==> config.mk <==
export PLATFORM = sky130hd
export DESIGN_NAME = aes_core_arbiter
export DESIGN_NICKNAME = d
export VERILOG_FILES = /design/src/rtl/aes_pkg.sv /design/src/rtl/aes_rr_pick.sv /design/src/rtl/aes_core_arbiter.sv
export SDC_FILE = /design/constraint.sdc
export NUM_CORES = 1
export LEC_CHECK = 0
export CAP_MARGIN = 20
export CORE_AREA = 2 2 358 360
export DETAILED_ROUTE_END_ITERATION = 6
export DIE_AREA = 0 0 360 362
export DONT_BUFFER_PORTS = 1
export SETUP_SLACK_MARGIN = 0.15
export SLEW_MARGIN = 0
export SYNTH_ARGS = -nofsm -noshare
export SYNTH_HDL_FRONTEND = slang
export SYNTH_SLANG_ARGS = --single-unit
==> constraint.sdc <==
create_clock -name clk_i -period 4.2 [get_ports clk_i]
set_input_delay 0.84 -clock clk_i [delete_from_list [all_inputs] [get_ports clk_i]]
set_output_delay 0.84 -clock clk_i [all_outputs]
set_load 0.01 [all_outputs]
==> src/rtl/aes_pkg.sv <==
// Shared types and defaults for the AES core arbiter.
package aes_pkg;
  localparam int AES_WIDTH       = 128;
  localparam int DEFAULT_TIMEOUT = 64;

  typedef enum logic [1:0] {
    IDLE  = 2'd0,
    ISSUE = 2'd1,
    WAIT  = 2'd2,
    RESP  = 2'd3
  } arb_state_t;
endpackage

==> src/rtl/aes_rr_pick.sv <==
// Combinational round-robin picker: first asserted req at or above ptr, wrapping.
module aes_rr_pick #(
  parameter int N  = 4,
  parameter int IW = $clog2(N)
) (
  input  logic [N-1:0]  req,
  input  logic [IW-1:0] ptr,
  output logic [N-1:0]  gnt,
  output logic [IW-1:0] idx,
  output logic          any_valid
);
  logic [2*N-1:0] dbl;
  logic [N-1:0]   rot;
  logic [IW:0]    off;
  logic [IW:0]    sum;

  always_comb begin
    dbl = {req, req} >> ptr;
    rot = dbl[N-1:0];
    off = '0;
    // Walk downward so the lowest set offset (closest to ptr) wins.
    for (int i = N - 1; i >= 0; i--) begin
      if (rot[i]) off = (IW+1)'(i);
    end
    sum = {1'b0, ptr} + off;
    if (sum >= (IW+1)'(N)) sum = sum - (IW+1)'(N);
    idx       = sum[IW-1:0];
    any_valid = |req;
    gnt       = any_valid ? (N'(1) << idx) : '0;
  end
endmodule

==> src/rtl/aes_core_arbiter.sv <==
// Shares one AES core among NUM_REQ requesters: round-robin admit, start/wait
// sequencing with a done watchdog, and response return over valid/ready.
module aes_core_arbiter
  import aes_pkg::*;
#(
  parameter int NUM_REQ = 4,
  parameter int WIDTH   = AES_WIDTH,
  parameter int TIMEOUT = DEFAULT_TIMEOUT
) (
  input  logic                       clk_i,
  input  logic                       rst_n_i,
  input  logic [NUM_REQ-1:0]         req_valid_i,
  output logic [NUM_REQ-1:0]         req_ready_o,
  input  logic [NUM_REQ*WIDTH-1:0]   req_data_i,
  output logic [NUM_REQ-1:0]         rsp_valid_o,
  input  logic [NUM_REQ-1:0]         rsp_ready_i,
  output logic [WIDTH-1:0]           rsp_data_o,
  output logic                       rsp_err_o,
  output logic                       core_start_o,
  output logic [WIDTH-1:0]           core_data_o,
  input  logic [WIDTH-1:0]           core_data_i,
  input  logic                       core_done_i,
  output logic                       busy_o,
  output logic [$clog2(NUM_REQ)-1:0] grant_id_o
);
  localparam int IW = $clog2(NUM_REQ);
  localparam int CW = $clog2(TIMEOUT);

  arb_state_t        state, state_nxt;
  logic [IW-1:0]     ptr;
  logic [CW-1:0]     cnt;
  logic [NUM_REQ-1:0] pick_gnt;
  logic [IW-1:0]     pick_idx;
  logic              pick_any;
  logic              done_hit, to_hit;
  logic [WIDTH-1:0]  req_slice [NUM_REQ];

  for (genvar k = 0; k < NUM_REQ; k++) begin : g_slice
    assign req_slice[k] = req_data_i[k*WIDTH +: WIDTH];
  end

  aes_rr_pick #(.N(NUM_REQ), .IW(IW)) u_pick (
    .req       (req_valid_i),
    .ptr       (ptr),
    .gnt       (pick_gnt),
    .idx       (pick_idx),
    .any_valid (pick_any)
  );

  // Ready is gated by reset so no handshake can be signalled while held in reset.
  assign req_ready_o = (state == IDLE && rst_n_i) ? pick_gnt : '0;
  assign busy_o      = (state != IDLE);

  always_comb begin
    state_nxt = state;
    done_hit  = 1'b0;
    to_hit    = 1'b0;
    case (state)
      IDLE:  if (pick_any) state_nxt = ISSUE;
      ISSUE: state_nxt = WAIT;
      WAIT: begin
        if (core_done_i) begin
          done_hit  = 1'b1;
          state_nxt = RESP;
        end else if (cnt == CW'(TIMEOUT - 1)) begin
          to_hit    = 1'b1;
          state_nxt = RESP;
        end
      end
      RESP:  if (rsp_ready_i[grant_id_o]) state_nxt = IDLE;
      default: state_nxt = IDLE;
    endcase
  end

  always_ff @(posedge clk_i or negedge rst_n_i) begin
    if (!rst_n_i) begin
      state        <= IDLE;
      ptr          <= '0;
      cnt          <= '0;
      grant_id_o   <= '0;
      core_data_o  <= '0;
      rsp_data_o   <= '0;
      rsp_err_o    <= 1'b0;
      rsp_valid_o  <= '0;
      core_start_o <= 1'b0;
    end else begin
      state        <= state_nxt;
      core_start_o <= (state_nxt == ISSUE);
      if (state == IDLE && pick_any) begin
        core_data_o <= req_slice[pick_idx];
        grant_id_o  <= pick_idx;
        ptr         <= (pick_idx == IW'(NUM_REQ - 1)) ? '0 : pick_idx + IW'(1);
      end
      cnt <= (state == WAIT && state_nxt == WAIT) ? cnt + CW'(1) : '0;
      if (done_hit) begin
        rsp_data_o <= core_data_i;
        rsp_err_o  <= 1'b0;
      end else if (to_hit) begin
        rsp_data_o <= '0;
        rsp_err_o  <= 1'b1;
      end
      rsp_valid_o <= (state_nxt == RESP) ? (NUM_REQ'(1) << grant_id_o) : '0;
    end
  end
endmodule

# After elaboration in Yosys (flattened, before gate mapping)
# Cells that the tools add are included.
# op_classes
n_addsub	4
order_cmp	3
eq_ne	8
shifts	3
mux	29
n_bitwise	1
n_reduce_logical	7
# op_table
cell	count
$mux 128	4
$bmux 128 s2	1
$mux 2	10
$mux 4	3
$eq 2x2->1 const B	5
$mux 1	8
$pmux 2 s4	1
$shl 1x2->4 const A	2
$shr 8x2->4	1
$add 6x1->6 const B	1
$eq 6x6->1 const B	1
$ge 3x3->1 const B	2
$mux 6	1
$eq 2x1->1 const B	2
$reduce_bool 2->1	2
$reduce_or 4->1	1
$add 2x2->3	1
$logic_and 1x1->1	3
$lt 2x3->1 const B	1
$not 2->3	1
$add 2x1->2 const B	1
$bmux 1 s2	1
$logic_not 2->1	1
$sub 2x1->2 const B	1
# totals
register_bits	274
input_bits	651
out_inout_bits	269
elab_cells	64

# Depth between registers and ports, before layout
# logic_depth
word_depth	12
mapped_depth	17
ltp_nobuf	13

# Hierarchy
# From an unflattened synthesis, not the netlist that was laid out.
# hier_totals
cells_unflattened	1237
hier_area_um2	14968.1
# modules_own_cells
module	n_inst	cells_each	area_each_um2	seq_area_each_um2
aes_core_arbiter	1	1195	14641.5	6856.6
aes_rr_pick	1	42	326.6	0.0

# Worst setup path before layout
# No wires, ideal clock.
# synth_path
path_kind	input port to output port
startpoint	input port req_valid_i[2]
endpoint	output port req_ready_o[2]
arrival_ns	3.052
required_time_ns	3.360
setup_slack_ns	0.308
path_stages	14
path_buffers	5
path_cell_list	buf_6 > nor2_1 > nor2_1 > a21oi_1 > o32a_1 > a21oi_1 > ha_1 > buf_2 > clkbuf_1 > buf_2 > buf_1 > inv_1 > ha_1 > and3_1
# synth_between
elab_chain_len	11
word_cells_on_any_way	13
cone_classes	2 x add/sub; 1 x order compare; 2 x shift; 7 x mux; 1 x reduce/logical
# synth_lines
element	line	source
start: declaration	aes_core_arbiter.sv:12	input logic [NUM_REQ-1:0] req_valid_i,
$shr 8x2->4 *	aes_rr_pick.sv:18	dbl = {req, req} >> ptr;
$mux 2 (3 in series)	aes_rr_pick.sv:23	if (rot[i]) off = (IW+1)'(i);
$mux 2 *	aes_rr_pick.sv:23	
$add 2x2->3 *	aes_rr_pick.sv:25	sum = {1'b0, ptr} + off;
$ge 3x3->1 or $sub 2x1->2 (tied branches)	aes_rr_pick.sv:26	if (sum >= (IW+1)'(N)) sum = sum - (IW+1)'(N);
$mux 2 *	aes_rr_pick.sv:26	
named net pick_idx[0]	aes_core_arbiter.sv:33	logic [IW-1:0] pick_idx;
$shl 1x2->4 *	aes_rr_pick.sv:29	gnt = any_valid ? (N'(1) << idx) : '0;
$mux 4 *	aes_rr_pick.sv:29	
$mux 4 *	aes_core_arbiter.sv:51	assign req_ready_o = (state == IDLE && rst_n_i) ? pick_gnt : '0;
end: declaration	aes_core_arbiter.sv:13	output logic [NUM_REQ-1:0] req_ready_o,
# The timed path passes the listed nets; every way through them passes the cells marked *.

# Worst setup path in the final report
# layout_path
startpoint	register ptr[1]
endpoint	output port req_ready_o[3]
# layout_between
elab_chain_len	11
word_cells_on_any_way	12
cone_classes	2 x add/sub; 1 x order compare; 2 x shift; 7 x mux
# layout_lines
element	line	source
start: declaration	aes_core_arbiter.sv:30	logic [IW-1:0] ptr;
start signal: assignment	aes_core_arbiter.sv:92	ptr <= (pick_idx == IW'(NUM_REQ - 1)) ? '0 : pick_idx + IW'(1);
$shr 8x2->4	aes_rr_pick.sv:18	
$mux 2 (4 in series)	aes_rr_pick.sv:23	
$add 2x2->3 *	aes_rr_pick.sv:25	
$ge 3x3->1 or $sub 2x1->2 (tied branches)	aes_rr_pick.sv:26	
$mux 2 *	aes_rr_pick.sv:26	
$shl 1x2->4 *	aes_rr_pick.sv:29	
$mux 4 *	aes_rr_pick.sv:29	
$mux 4 *	aes_core_arbiter.sv:51	
# Every way passes the cells marked *; elsewhere a longest branch is shown, timed or not.

==> results <==
==> worst max-delay path, stage by stage (launching register included) <==
cell and delay (ns):
dfrtp_2 0.49, inv_1 0.09, o32a_1 0.34, a21oi_1 0.22
ha_4 0.19, xor2_2 0.27, a21oi_4 0.09, nor2_2 0.19
inv_2 0.08, ha_1 0.21, and3_1 0.19
==> report_power, final <==
part	switching, mW	leakage (nW)	internal, mW
registers	2.13	3.40	3.91
logic	6.63	2.94	4.11
clock network	1.48	0.658	2.11
total	10.2	7.00	10.1
==> cell type report <==
class / instances / area [µm²] / area share, %
antenna: 21 / 52.6 / 0.274
clock inverter: 20 / 246 / 1.28
clock buffer: 50 / 1100 / 5.72
tap: 1662 / 2080 / 10.8
inverter: 7 / 26.3 / 0.137
multi-input combinational: 984 / 8330 / 43.4
sequential: 274 / 6860 / 35.7
timing repair buffer: 47 / 515 / 2.68
==> what timing repair did <==
item	4_1_cts	5_1_grt
endpoints found under the setup margin	0	4
resized for setup	0	2
endpoints found under the hold margin	274	206
==> worst min path at each step <==
stage | to | depth (start not counted) | startpoint | slack [ns]
after floorplan | cnt[0] | 1 | cnt[0] | 0.45
after global routing | rsp_data_o[25] | 0 | rst_n_i | -0.10
after global placement | cnt[0] | 1 | cnt[0] | 0.47
after CTS | rsp_data_o[21] | 0 | rst_n_i | -0.12
after detailed placement | cnt[0] | 1 | cnt[0] | 0.48
final | rsp_data_o[25] | 0 | rst_n_i | -0.05
==> per-stage QoR <==
stage / total power [mW] / std cells
final: 20.4 / 3065
after global routing: 21.7 / 3053
after CTS: 20.7 / 3044
after detailed placement: 16.9 / 2974
after global placement: 16.8 / 2974
after floorplan: 13.8 / 1437
==> per-layer routing <==
layer | GRT usage, % | wire length (µm) | up-vias
met3 | 7.65 | 11900 | 253
met4 | 4.24 | 2980 | 62
met1 | 16.8 | 38400 | 6476
met5 | 0 | 402 | -
li1 | - | - | 5430
met2 | 23.0 | 45700 | 820
==> synth_stat cells (2+ instances only) <==
| cell | number | area share, % |
|---|---|---|
| inv_1 | 6 | 0.14 |
| o31ai_2 | 109 | 8.5 |
| nand2b_1 | 3 | 0.12 |
| xnor2_1 | 3 | 0.16 |
| buf_4 | 4 | 0.19 |
| buf_6 | 5 | 0.35 |
| buf_12 | 11 | 1.4 |
| o31ai_1 | 20 | 0.93 |
| o21ai_0 | 3 | 0.093 |
| a2111oi_4 | 9 | 1.5 |
| nor3b_1 | 4 | 0.19 |
| a221oi_1 | 128 | 7.0 |
| a22o_1 | 128 | 7.0 |
| nand3_1 | 4 | 0.12 |
| a21oi_1 | 4 | 0.12 |
| buf_2 | 37 | 1.2 |
| nor3_1 | 4 | 0.12 |
| nand2_1 | 143 | 3.3 |
| dfrtp_1 | 274 | 43 |
| clkbuf_1 | 108 | 2.5 |
| a2111oi_2 | 90 | 8.4 |
| ha_1 | 4 | 0.31 |
| mux2_2 | 2 | 0.14 |
| buf_1 | 6 | 0.14 |
| a2111oi_0 | 19 | 1.0 |
| and3_1 | 5 | 0.19 |
| xor2_1 | 3 | 0.16 |
| a2111oi_1 | 10 | 0.62 |
| nor2_1 | 13 | 0.30 |
| o211ai_1 | 2 | 0.093 |
| nor2b_1 | 258 | 10 |
==> registers in the layout (all words and copies together) (netlist names) <==
| signal | cells |
|---|---|
| core_data_o | 128 |
| rsp_data_o | 128 |
| cnt | 6 |
| rsp_valid_o | 4 |
| grant_id_o | 2 |
| ptr | 2 |
| state | 2 |
| core_start_o | 1 |
| rsp_err_o | 1 |
==> cells by family after synthesis <==
family | share of synthesized area [%]
compound gates | 35.8
simple gates | 14.7
flops | 42.6
buf+inv | 5.97
xor+xnor | 0.327
mux | 0.296
fa+ha+maj | 0.311
==> results.json <==
{
  "hold_violations": 22,
  "leakagePower_nw": 7.00,
  "drtIter0Drc": 904,
  "ant_nets": 0,
  "cts-buffers-inserted": 39,
  "drcViolationCount": 0,
  "cap_violations": 0,
  "rr_startpoint": "ptr[1]",
  "dr.pass1.iters": 5,
  "max_slew_margin_pct": 27.5,
  "final_common_cell": "dfrtp_1",
  "nNetsFinal": 2008,
  "syn_area_um2": 16100,
  "power_density_nw_per_um2": 1060,
  "post-route-period-util_pct": 90.1,
  "start_util_pct": 12.7,
  "dpl.hpwl_mm": 81.0,
  "dpl_worst_slack_ns": 0.646,
  "cts_sinks": 274,
  "tightest_slew_ns": 1.09,
  "hold_class": "in2async",
  "ys_seq_area_share_pct": 42.6,
  "ioPinCount": 920,
  "grt_setup_unrepaired": "no",
  "antenna_found_initial": 103,
  "async_flop_share_pct": 100,
  "syn_nets": 2092,
  "status": "complete, but fails checks",
  "placed_area_um2": 17800,
  "setup_tns_ns": 0,
  "die_h_um": 362,
  "fin_util_pct": 15.2,
  "postCtsSetupBuffers": 0,
  "reg2regPathDepth": 9,
  "ir_drop_uv": 843,
  "grt_pass1_vias": 12400,
  "final_layout_size_suffix_gt1_share_pct": 24.5,
  "grt_use_total_pct": 14.5,
  "routed_wl_mm": 99.4,
  "coreArea_um2": 127000,
  "finalSetupViolCount": 0,
  "synth-edff-count": 0,
  "fin_crit_ns": 3.79,
  "crit_end": "req_ready_o[3]",
  "syn_inst": 1437,
  "crit_start": "ptr[1]",
  "max_freq_mhz": 264,
  "cts_buffer_depth": 3,
  "place.gp.congestion": 0.940,
  "fillCellCount": 14100,
  "avgSynthCellArea_um2": 11.2,
  "num_vias": 13000,
  "clk_pin_slew_ns": 0.06,
  "layout_common_cells": "dfrtp_1, nor2b_1, nand2_1, a22o_1, a221oi_1",
  "htreeDepth": 2,
  "startpoint_type": "flip-flop",
  "cp_data_required_time_ns": 3.36,
  "dieArea_um2": 130000,
  "synth_top_flop_cell": "dfrtp_1",
  "grt_pass1_wl_mm": 127,
  "yosys_warnings": 0,
  "worstReg2RegEnd": "core_data_o[24]",
  "wl_per_cell_um": 32.4,
  "num_rows": 131,
  "cts_root_buf": "clkbuf_16",
  "grt-ovfl-total": 0,
  "endpoint_kind": "output port",
  "r2r_setup_slack_ns": 0.92,
  "io_buffers": 0,
  "path_max_fanout": 10,
  "clk_latency_ns": 0.61,
  "synth-seq-cells": 274,
  "violations": "negative hold slack",
  "worst_hold_slack_ns": -0.0461,
  "stdcell_area_um2": 19200,
  "setup_ws_ns": 0.415,
  "slew_viol_final": 0,
  "yosysUniqueCellTypes": 49,
  "path_class": "reg2out",
  "grt_max_degree": 278,
  "clock_skew_ns": 0.0349,
  "viasPerCell": 4.25,
  "cts_tree": "built",
  "cp.arrival_ns": 2.95,
  "area_delta_synth_final_pct": 19.4,
  "fp.dieW_um": 360
}
(Power assumes the default switching activity.)
==> variant 1: new RTL, same settings <==
Change the package constant `DEFAULT_TIMEOUT` from 64 to 128.
--- a/src/rtl/aes_pkg.sv
+++ b/src/rtl/aes_pkg.sv
@@ -2,5 +2,5 @@
 package aes_pkg;
   localparam int AES_WIDTH       = 128;
-  localparam int DEFAULT_TIMEOUT = 64;
+  localparam int DEFAULT_TIMEOUT = 128;
 
   typedef enum logic [1:0] {
Behaviour: no difference found for any inputs over 4 cycles, from zero or initial values and one cycle with rst_n_i low; that may be too few to reach the edited logic, so the function may still have changed.
==> variant 1 against the original RTL <==
The run still ends with negative hold slack left; sequential share of layout area up 2.0 points; worst setup slack worse by 0.054 ns; cell area down 4.9%; clock power up 10%; synthesized area down 7.3%; wire length up 1.8%; sequential cell count up 1; first-iteration DRC count up 21%; total power down 10%; critical path type unchanged.
==> variant 1: results (changes against the original RTL) <==
metric;value;unit;change
Reg power frac;33.1;%;was 29.7%
compound-cell area share of the yosys netlist;31.0;%;was 35.8%
Met1 Routed Length;38.5;mm;was 38.4 mm
status;finished, violations left;;unchanged
First DRT Iteration DRCs;1098;;was 904
Place WS;0.479;ns;was 0.646 ns
final instance count without filler cells;3082;;was 3,065
Post-synth top cells;275 x dfrtp_1, 261 x nor2b_1, 143 x nand2_1, 129 x a221oi_1, 128 x a22o_1;;was 274 x dfrtp_1, 258 x nor2b_1, 143 x nand2_1, 128 x a221oi_1, 128 x a22o_1
Clock Skews;0.0241;ns;was 0.0349 ns
clock buffer depth;3;;unchanged
adder-cell area share of the yosys netlist;0.336;%;was 0.311%
Pwr per Cell Area;1000;nW/um2;was 1060 nW/um2
Final WS setup;0.361;ns;was 0.415 ns
slowest stage delay, CP;0.56;ns;was 0.49 ns
met1 global-route usage;17.0;%;was 16.8%
Clock power frac;21.6;%;was 17.6%
Synth cell types;45;;was 49
Hold WS;-0.0508;ns;was -0.0461 ns
reg-to-reg endpoint;core_data_o[80]$_DFFE_PN0P_;;was core_data_o[24]$_DFFE_PN0P_
mux cell area share after synthesis;0.218;%;was 0.296%
XOR/XNOR Fraction of Synth Area;0.411;%;was 0.327%
length of routed met3 wiring;11.7;mm;was 11.9 mm
CP arrival;3.00;ns;was 2.95 ns
Seq/Total Area, Yosys;46.1;%;was 42.6%
Total Wirelength;101;mm;was 99.4 mm
GRT Util Overall;14.7;%;was 14.5%
slowest CP cell;dfrtp_1;;was dfrtp_2
met2 Usage GRT;23.7;%;was 23.0%
first-pass GRT wire length;128;mm;was 127 mm
initial antenna violation count;104;;was 103
DR WL met2;46.2;mm;was 45.7 mm
Regs by FF count;core_data_o (128), rsp_data_o (128), cnt (7);;was core_data_o (128), rsp_data_o (128), cnt (6)
largest net degree at the start of global routing;279;;was 278
Post-layout nets;2000;;was 2,008
Switching Fraction;48.9;%;was 50.3%
Post-Synthesis Cells;1440;;was 1,437
CTS buffer count;41;;was 39
layout cell share with drive strength beyond 1;10.7;%;was 24.5%
DP Area;16600;um2;was 17,800 um2
flop-to-flop setup slack;0.88;ns;was 0.92 ns
failing checks;negative hold slack;;unchanged
GRT met3 Usage;6.97;%;was 7.65%
Hold Vio Cnt, Final;23;;was 22
vias in the first global route;12286;;was 12,414
crit path max fanout;10;;unchanged
Max VDD drop;0.000804;V;was 0.000843 V
Post-DP HPWL;80.4;mm;was 81.0 mm
Via density;4.31;;was 4.25
Lkg Pwr;6.67;nW;was 7.00 nW
Max transition margin;33.1;%;was 27.5%
Inst Count DP;2963;;was 2,974
RD Place Congestion;0.868;;was 0.940
Synth area leaders;dfrtp_1 46%, nor2b_1 11%, a221oi_1 7.6%, a22o_1 7.5%, a2111oi_0 6.4%;;was dfrtp_1 43%, nor2b_1 10%, o31ai_2 8.5%, a2111oi_2 8.4%, a221oi_1 7.0%
Reg2Reg Depth;10;;was 9
syn nets;2095;;was 2,092
## variant 1: cell count changes after synthesis, sizes merged, moves of 2 or more
cell,before,now
xor2,3,5
mux2,3,0
buf,64,71
nor3b,4,2
clkbuf,108,102
nand2b,3,0
nor2b,258,261
nor4,1,3
nor3,5,8
## variant 1: area by class of cell
type,instances,area [um2]
Tap cell,1662,2080
Timing Repair Buffer,35,438
Fill cell,14226,108000
Clock inverter,24,385
Sequential cell,275,6880
Clock buffer,52,1130
Antenna cell,42,105
Multi-Input combinational cell,985,7220
Inverter,7,26.3
## variant 1: repair_timing
action | 4_1_cts | 5_1_grt
endpoints found under the setup margin | 4 | 4
buffers inserted | 0 | 1
pin swaps | 1 | 0
endpoints found under the hold margin | 275 | 220
gates resized for setup | 2 | 2
## variant 1: cells by family (layout without fill, tap and decap cells)
group,count (synthesis),after routing
simple gates,442,442
mux,2,2
flops,275,275
fa+ha+maj,4,4
buf+inv,180,118
other cells,0,42
xor+xnor,7,7
compound gates,530,530
==> variant 2: new RTL, same settings <==
Made on the original files. Reset style: synchronous (`rst_n_i`), changed in one clocked block.
--- a/src/rtl/aes_core_arbiter.sv
+++ b/src/rtl/aes_core_arbiter.sv
@@ -73,5 +73,5 @@
   end
 
-  always_ff @(posedge clk_i or negedge rst_n_i) begin
+  always_ff @(posedge clk_i) begin
     if (!rst_n_i) begin
       state        <= IDLE;
Function: differs if rst_n_i is asserted again (counterexample within 4 cycles, from zero or initial values and one cycle with rst_n_i low); with rst_n_i held inactive, the same outputs for 4 cycles.
==> variant 2 against the original RTL <==
Combinational power fell by 38%; hold slack improved by 0.45 ns; largest power group unchanged; total power fell by 32%; wire length fell by 5.5%; worst setup slack got worse by 0.077 ns; cell area fell by 5.3%; critical path type unchanged; sequential cell count did not move; synthesized area fell by 5.3%; clock power fell by 9.2%; largest cell class unchanged.
==> variant 2: results (changes against the original RTL) <==
metric;value;unit;change
Inst Count DP;2964;;was 2,974
flop-to-flop setup slack;0.68;ns;was 0.92 ns
vias in the first global route;12724;;was 12,414
CTS buffer count;38;;was 39
async set-reset flop share out of synthesis;0;%;was 100%
First DRT Iteration DRCs;1151;;was 904
Post-synth top cells;274 x dfxtp_1, 256 x mux2i_1, 221 x a221oi_1, 130 x nor2b_1, 128 x a22oi_1;;was 274 x dfrtp_1, 258 x nor2b_1, 143 x nand2_1, 128 x a221oi_1, 128 x a22o_1
Post-layout nets;1997;;was 2,008
reg-to-reg endpoint;core_data_o[62]$_SDFFE_PN0P_;;was core_data_o[24]$_DFFE_PN0P_
Synth Area per Inst;10.5;um2;was 11.2 um2
Lkg Pwr;6.00;nW;was 7.00 nW
syn nets;2104;;was 2,092
first-pass GRT wire length;120;mm;was 127 mm
Post-DP HPWL;75.2;mm;was 81.0 mm
Clock Skews;0.0285;ns;was 0.0349 ns
worst min path class;in2reg;;was in2async
slowest stage delay, CP;0.54;ns;was 0.49 ns
met1 global-route usage;14.5;%;was 16.8%
initial antenna violation count;81;;was 103
status;finished clean;;was finished, violations left
GRT met3 Usage;7.48;%;was 7.65%
GRT Util Overall;13.5;%;was 14.5%
routed len/inst;30.7;um;was 32.4 um
Max transition margin;8.19;%;was 27.5%
RD Place Congestion;0.908;;was 0.940
layout cell share with drive strength beyond 1;12.2;%;was 24.5%
CP startpoint;ptr[0]$_SDFFE_PN0P_;;was ptr[1]$_DFFE_PN0P_
slowest CP cell;or4_1;;was dfrtp_2
CP arrival;3.02;ns;was 2.95 ns
crit path max fanout;12;;was 10
vias;13518;;was 13,041
Reg2Reg Depth;8;;was 9
largest net degree at the start of global routing;272;;was 278
variant 2: changes by cell type in the layout (fill, tap and decap cells not counted), sizes merged, moves of 129 or more:
| cell | delta |
|---|---|
| dfrtp | -274 |
| dfxtp | +274 |
| mux2i | +255 |
| nand2 | -135 |
| o31ai | -129 |
variant 2: area by class of cell:
| type | count | area (um2) |
|---|---|---|
| clock buffer | 49 | 1050 |
| tap | 1662 | 2080 |
| multi-input combinational | 978 | 8850 |
| inverter | 5 | 18.8 |
| fill | 14245 | 109000 |
| timing repair buffer | 45 | 475 |
| sequential | 274 | 5490 |
| clock inverter | 18 | 166 |
| antenna | 27 | 67.6 |
variant 2: worst max-delay path by stage:
stage,to,slack [ns]
3_5_place_dp,core_data_o[51]$_SDFFE_PN0P_,0.34
3_3_place_gp,core_data_o[51]$_SDFFE_PN0P_,0.33
4_1_cts,req_ready_o[3],0.16
5_1_grt,req_ready_o[3],0.24
2_1_floorplan,req_ready_o[2],0.44
6_report,req_ready_o[3],0.34
variant 2: cell families (layout without fill, tap and decap cells):
family                     after synthesis  count (layout)  share of synthesized area, %
and+or+nand+nor                        181             181                          7.14
AOI/OAI and AO/OA                      530             530                          32.8
DFF                                    274             274                          36.0
muxes                                  257             257                          17.0
xor gates and xnor gates                 6               6                         0.345
adders and majority gates                4               4                         0.328
buffers and inverters                  197             117                          6.40
other                                    0              27                             0
variant 2: repair_timing:
item / CTS / global route
endpoints found under the setup margin: 2 / 3
setup buffers: 0 / 0
hold endpoints to repair: 0 / 0
resized for setup: 1 / 1
variant 2: power groups by stage:
stage,combinational (mW),sequential [mW],clock [mW]
2_1_floorplan,5.39,3.66,0
3_3_place_gp,6.42,3.97,0
3_5_place_dp,6.62,3.96,0
4_1_cts,6.63,3.91,3.40
5_1_grt,7.13,3.96,3.48
6_report,6.65,3.92,3.26
variant 2: layer usage:
metal | wire (um) | part of all wire, %
met1 | 34400 | 37
met2 | 42200 | 45
met3 | 11800 | 13
met4 | 5050 | 5.4
met5 | 470 | 0.50
variant 2: stage by stage:
step | worst slack (ns) | instance area, um2 | total power, mW
finish | 0.338 | 18200 | 13.8
global route | 0.243 | 18200 | 14.6
CTS | 0.158 | 18100 | 14.0
detailed placement | 0.343 | 16900 | 10.6
global placement | 0.333 | 16900 | 10.4
floorplan | 0.438 | 15200 | 9.05
